File: src/rtl/rng_share_ctrl.sv
// rng_share_ctrl: sequencer and round-robin arbiter for the masking randomness source.
//
// Brings three 32-bit PRNG instances through reset, seed load and warm-up, then hands each
// fresh PRNG word to exactly one requester per cycle, so no word is ever shared.
//
// Ports:
//   clk, rst_n   clock, asynchronous active-low reset
//   seed_in      seed word; seed_valid strobes it in (IDLE, and RUN when reseeding is built in)
//   prng_out     concatenated PRNG outputs {r1..r6}
//   prng_rstn    PRNG reset (active-low); prng_load seed load strobe; prng_enable advance
//   prng_seed    seed presented to the PRNGs
//   req          per-requester level request
//   gnt          one-hot grant pulse; rnd_data is valid with it; rnd_valid = |gnt
//   ready        high only while in RUN
//
// Optional feature: define RNG_RESEED_EN to add the grant counter and in-service reseeding
// (automatic every RESEED_PERIOD grants, or on seed_valid while in RUN).

module rng_share_ctrl #(
   parameter int unsigned COEFF_SZ      = 16,
   parameter int unsigned N_REQ         = 4,
   parameter int unsigned WARMUP        = 4,
   parameter int unsigned RESEED_PERIOD = 1024
) (
   input  logic                  clk,
   input  logic                  rst_n,
   input  logic [6*COEFF_SZ-1:0] seed_in,
   input  logic                  seed_valid,
   input  logic [6*COEFF_SZ-1:0] prng_out,
   output logic                  prng_rstn,
   output logic                  prng_load,
   output logic                  prng_enable,
   output logic [6*COEFF_SZ-1:0] prng_seed,
   input  logic [N_REQ-1:0]      req,
   output logic [N_REQ-1:0]      gnt,
   output logic [6*COEFF_SZ-1:0] rnd_data,
   output logic                  rnd_valid,
   output logic                  ready
);

   localparam int unsigned WordW = 6 * COEFF_SZ;
   localparam int unsigned PtrW  = $clog2(N_REQ);
   localparam int unsigned WarmW = 4;

   if (N_REQ < 2 || N_REQ > 8 || WARMUP < 1 || WARMUP > 15 || RESEED_PERIOD < 16 ||
       (RESEED_PERIOD & (RESEED_PERIOD - 1)) != 0) begin : g_bad_params
      $error("rng_share_ctrl: unsupported parameter combination");
   end

   typedef enum logic [2:0] {StIdle, StRst, StLoad, StWarm, StRun} state_e;

   state_e             state_q, state_d;
   logic [WarmW-1:0]   warm_q, warm_d;
   logic [PtrW-1:0]    ptr_q, ptr_d;
   logic [PtrW-1:0]    idx;
   logic               found;
   logic [N_REQ-1:0]   gnt_d;
   logic [WordW-1:0]   seed_d;

   // Round-robin search starting at ptr_q; grants only while the FSM already sits in RUN.
   always_comb begin
      gnt_d = '0;
      ptr_d = ptr_q;
      found = 1'b0;
      idx   = '0;
      if (state_q == StRun) begin
         for (int unsigned j = 0; j < N_REQ; j++) begin
            idx = PtrW'((32'(ptr_q) + j) % N_REQ);
            if (!found && req[idx]) begin
               found      = 1'b1;
               gnt_d[idx] = 1'b1;
               ptr_d      = (32'(idx) == N_REQ - 1) ? '0 : idx + 1'b1;
            end
         end
      end
   end

`ifdef RNG_RESEED_EN
   localparam int unsigned CntW = $clog2(RESEED_PERIOD);

   logic [CntW-1:0] cnt_q, cnt_d;
   logic            reseed_due;

   // The grant that completes the period is issued on the same edge that leaves RUN.
   assign reseed_due = (|gnt_d) && (cnt_q == CntW'(RESEED_PERIOD - 1));

   always_comb begin
      cnt_d = cnt_q;
      if (state_d == StRst) begin
         cnt_d = '0;
      end else if (|gnt_d) begin
         cnt_d = cnt_q + 1'b1;
      end
   end

   always_ff @(posedge clk or negedge rst_n) begin
      if (!rst_n) begin
         cnt_q <= '0;
      end else begin
         cnt_q <= cnt_d;
      end
   end
`endif

   always_comb begin
      state_d = state_q;
      warm_d  = warm_q;
      seed_d  = prng_seed;
      unique case (state_q)
         StIdle: begin
            if (seed_valid) begin
               state_d = StRst;
               seed_d  = seed_in;
            end
         end
         StRst:  state_d = StLoad;
         StLoad: begin
            state_d = StWarm;
            warm_d  = WarmW'(WARMUP - 1);
         end
         StWarm: begin
            if (warm_q == '0) begin
               state_d = StRun;
            end else begin
               warm_d = warm_q - 1'b1;
            end
         end
         StRun: begin
`ifdef RNG_RESEED_EN
            // External seed takes priority over the periodic self-reseed.
            if (seed_valid) begin
               state_d = StRst;
               seed_d  = seed_in;
            end else if (reseed_due) begin
               state_d = StRst;
               seed_d  = prng_seed ^ prng_out;
            end
`endif
         end
         default: state_d = StIdle;
      endcase
   end

   // Outputs are decoded from state_d so they line up with the state being entered.
   always_ff @(posedge clk or negedge rst_n) begin
      if (!rst_n) begin
         state_q     <= StIdle;
         warm_q      <= '0;
         ptr_q       <= '0;
         prng_seed   <= '0;
         prng_rstn   <= 1'b0;
         prng_load   <= 1'b0;
         prng_enable <= 1'b0;
         ready       <= 1'b0;
         gnt         <= '0;
         rnd_valid   <= 1'b0;
         rnd_data    <= '0;
      end else begin
         state_q     <= state_d;
         warm_q      <= warm_d;
         ptr_q       <= ptr_d;
         prng_seed   <= seed_d;
         prng_rstn   <= (state_d != StIdle) && (state_d != StRst);
         prng_load   <= (state_d == StLoad);
         prng_enable <= (state_d == StWarm) || (state_d == StRun);
         ready       <= (state_d == StRun);
         gnt         <= gnt_d;
         rnd_valid   <= |gnt_d;
         if (|gnt_d) begin
            rnd_data <= prng_out;
         end
      end
   end

endmodule

File: config.mk
export PLATFORM = sky130hd
export DESIGN_NAME = rng_share_ctrl
export DESIGN_NICKNAME = d
export VERILOG_FILES = /design/src/rtl/rng_share_ctrl.sv
export SDC_FILE = /design/constraint.sdc
export NUM_CORES = 1
export LEC_CHECK = 0
export BUFFER_PORTS_ARGS = -buffer_cell sky130_fd_sc_hd__buf_2
export CELL_PAD_IN_SITES_DETAIL_PLACEMENT = 2
export CELL_PAD_IN_SITES_GLOBAL_PLACEMENT = 2
export CORE_UTILIZATION = 27
export DETAILED_ROUTE_END_ITERATION = 6
export PLACE_DENSITY = 0.78
export SYNTH_ARGS = -nofsm -noshare
export SYNTH_HDL_FRONTEND = slang
export SYNTH_SLANG_ARGS = --single-unit
File: constraint.sdc
create_clock -name clk -period 3.15 [get_ports clk]
set_input_delay 0.1575 -clock clk [delete_from_list [all_inputs] [get_ports clk]]
set_output_delay 0.1575 -clock clk [all_outputs]
set_load 0.05 [all_outputs]
==> results.toml <==
[run_status]
outcome = "finished, final reports clean"

[logic_synthesis]
ys_seq_area_share_pct = 63.5
netlist_area_um2 = 8280
syn-num-nets = 734
synthFlopType = "dfrtp_1"
synth_edf_count = 0
async_flop_share_pct = 100
synthDistinctLibCells = 38
yosysWarningCount = 0
ys_ff_latch = 210
synth_cells = 528
syn_avg_cell_area_um2 = 15.7

[global_routing]
track_usage_pct = 22.9
grt_pass1_vias = 8633
gr-total-overflow = 0
grt_max_degree = 123
antenna_found_initial = 3
grt_pass1_wl_um = 53600

[setup_path]
crit_type = "reg2reg"
critPathMaxStageDelay_ps = 430
cp_top_family = "multiplexers"
critPathSlowestCell = "mux4_2"
cp.required_ps = 3550
cp-end-kind = "flip-flop"
crit_path_cell_trace = "inv_1 -> ha_4 -> mux4_2 -> nor4b_4 -> a21o_1 -> o21ai_0 -> a41oi_4 -> buf_12 -> buf_16 -> mux2_2"
cp-start-kind = "flip-flop"
crit_buf_inv = 3
crit_arrival_ps = 3470
cp_max_fo = 41

[floorplan]
num_rows = 63
start_util_pct = 27.7
die-area_um2 = 31400
die_x_um = 177
dieHeight_um = 177
core-area_um2 = 29900
io_pins = 400

[drt]
drtIter0Drc = 191
via_per_inst = 4.57
drt_pass1_iterations = 4
ant_nets = 0
wl_per_cell_um = 23.5
vias = 7077
drc = 0
drt_wl_total_um = 36400

[power_and_ir_drop]
p_seq_share_pct = 28.7
p_leak_uw = 0.00665
switchingPower_uw = 6310
p_sw_share_pct = 45.8
pwr-share-clk_pct = 20.5
p_int_uw = 7450
power_frac_comb_pct = 50.9
max-vdd-ir-drop_mv = 0.514
power_density_nw_per_um2 = 1010

[flow_run]
cap_violations = 0

[timing]
hold_ws_ps = 139
skew_ps = 12.9
final.min_clock_period_ps = 3070
fmax_mhz = 326
setup_viol = 0
slew_headroom_pct = 30.8
tightest_slew_ps = 1040
period_share_pct = 97.3
finalMaxSlewViolations = 0
finalHoldViolations = 0

[placed_design]
gp_congestion = 0.766
place_hpwl_um = 20500
placed_area_um2 = 10900
placedCellCount = 1307
numPortBuffers = 399

[cts]
htree_levels = 1
numCtsBuffers = 25
cts.path.max_buffers = 3
clkTransAtPathRegs_ps = 60
clkSinkCount = 210
clk_latency_ps = 530
cts_tree = "built"
cts_root_buffer = "clkbuf_16"

[layout]
stdcell_area_um2 = 13600
seq_area_um2 = 5260
layout-drive-gt1-share_pct = 55.2
multi_input_area_um2 = 2910
nets = 1345
stdcell_count = 1549
nFillCells = 2991
area_delta_synth_final_pct = 64.5

[worst_hold_path]
worstHoldPathType = "in2reg"
==> worst min-delay path, cell delays in order <==
cell and delay (ps):
buf_2 150, nand2_1 90, a31o_2 150, a21oi_1 60
==> cell families after synthesis <==
| logic type | Yosys count | synth area share [%] |
|---|---|---|
| buf+inv | 35 | 2.04 |
| simple gates | 34 | 2.19 |
| mux | 199 | 27.6 |
| fa+ha+maj | 7 | 1.06 |
| compound gates | 42 | 3.57 |
| xor+xnor | 1 | 0.106 |
| flops | 210 | 63.5 |
==> synthesized netlist by cell type (4+ instances only) <==
master,number,area (um2)
dfrtp_1,210,5260
ha_1,7,87.6
mux2_2,165,1860
a221o_1,4,40.0
nand2_1,14,52.6
mux4_2,4,90.1
clkbuf_1,14,52.6
nor2_1,9,33.8
buf_2,9,45.0
o21ai_0,14,70.1
inv_1,8,30.0
mux2_1,29,327
a21oi_1,8,40.0
==> layout by cell type (no fill, tap or decap), types with 9 or more instances in the layout <==
master and count:
buf_2 398, dlygate4sd3_1 193, mux2_2 168, nor2_1 9
nand2_1 14, clkbuf_16 25, o21ai_0 13, mux2_1 24
dfrtp_1 209, buf_4 13
==> per-layer routing <==
layer	GRT usage (%)	vias to the layer above	part of all wire, %
met4	10.5	2	4.8
met3	4.32	98	3.9
met2	45.3	250	58
met5	0	-	0.036
li1	-	3101	-
met1	22.7	3626	34
==> area by class of cell <==
cell class                 count  area share, %
antenna                        4         0.0735
clock buffer                  39           5.49
clock inverter                 4          0.193
inverter                       8          0.220
multi-input combinational    283           21.3
sequential                   210           38.6
tap                          390           3.58
timing repair buffer         611           30.5
==> metrics by stage <==
stage | TNS (ps) | setup slack, ps | power [uW] | utilization [%]
after floorplan | 0 | 7.29 | 8660 | -
after global placement | 0 | 88.0 | 10200 | 36.3
after detailed placement | -21.2 | -21.2 | 10400 | 36.3
after CTS | 0 | 0.910 | 13500 | 45.4
after global routing | -26.9 | -7.44 | 14300 | 45.6
final | 0 | 84.1 | 13800 | 45.6
==> sequential cells by signal, summed over array words and instances, names as in the netlist, 2 cells and up <==
| name | count |
|---|---|
| rnd_data | 96 |
| gnt | 4 |
| ptr_q | 2 |
| prng_seed | 96 |
| state_q | 3 |
| warm_q | 4 |
==> power by group through the flow <==
stage	Sequential, uW	Clock (uW)	Combinational, uW
global placement	3830	0	6380
CTS	3870	2850	6790
finish	3950	2820	7000
global route	4030	2980	7290
detailed placement	3890	0	6550
floorplan	6440	0	2230
==> timing repair <==
| action | 4_1_cts | 5_1_grt |
|---|---|---|
| hold endpoints to repair | 309 | 0 |
| buffers inserted | 0 | 2 |
| cloned | 0 | 0 |
| resized for setup | 1 | 11 |
| hold buffers | 193 | 0 |
| pin swaps | 0 | 3 |
| endpoints found under the setup margin | 7 | 89 |
==> final timing paths <==
check | slack, ps | to | from | cells past startpoint
max in group asynchronous | 1820 | prng_seed[7] | rst_n | 3
min | 140 | ptr_q[1] | req[2] | 4
max reg2reg | 80 | rnd_data[45] | ptr_q[1] | 10
min in group asynchronous | 450 | rnd_data[64] | rst_n | 2
min reg2reg | 480 | rnd_data[47] | rnd_data[47] | 1
max | 80 | rnd_data[45] | ptr_q[1] | 10
(Power assumes the default switching activity.)
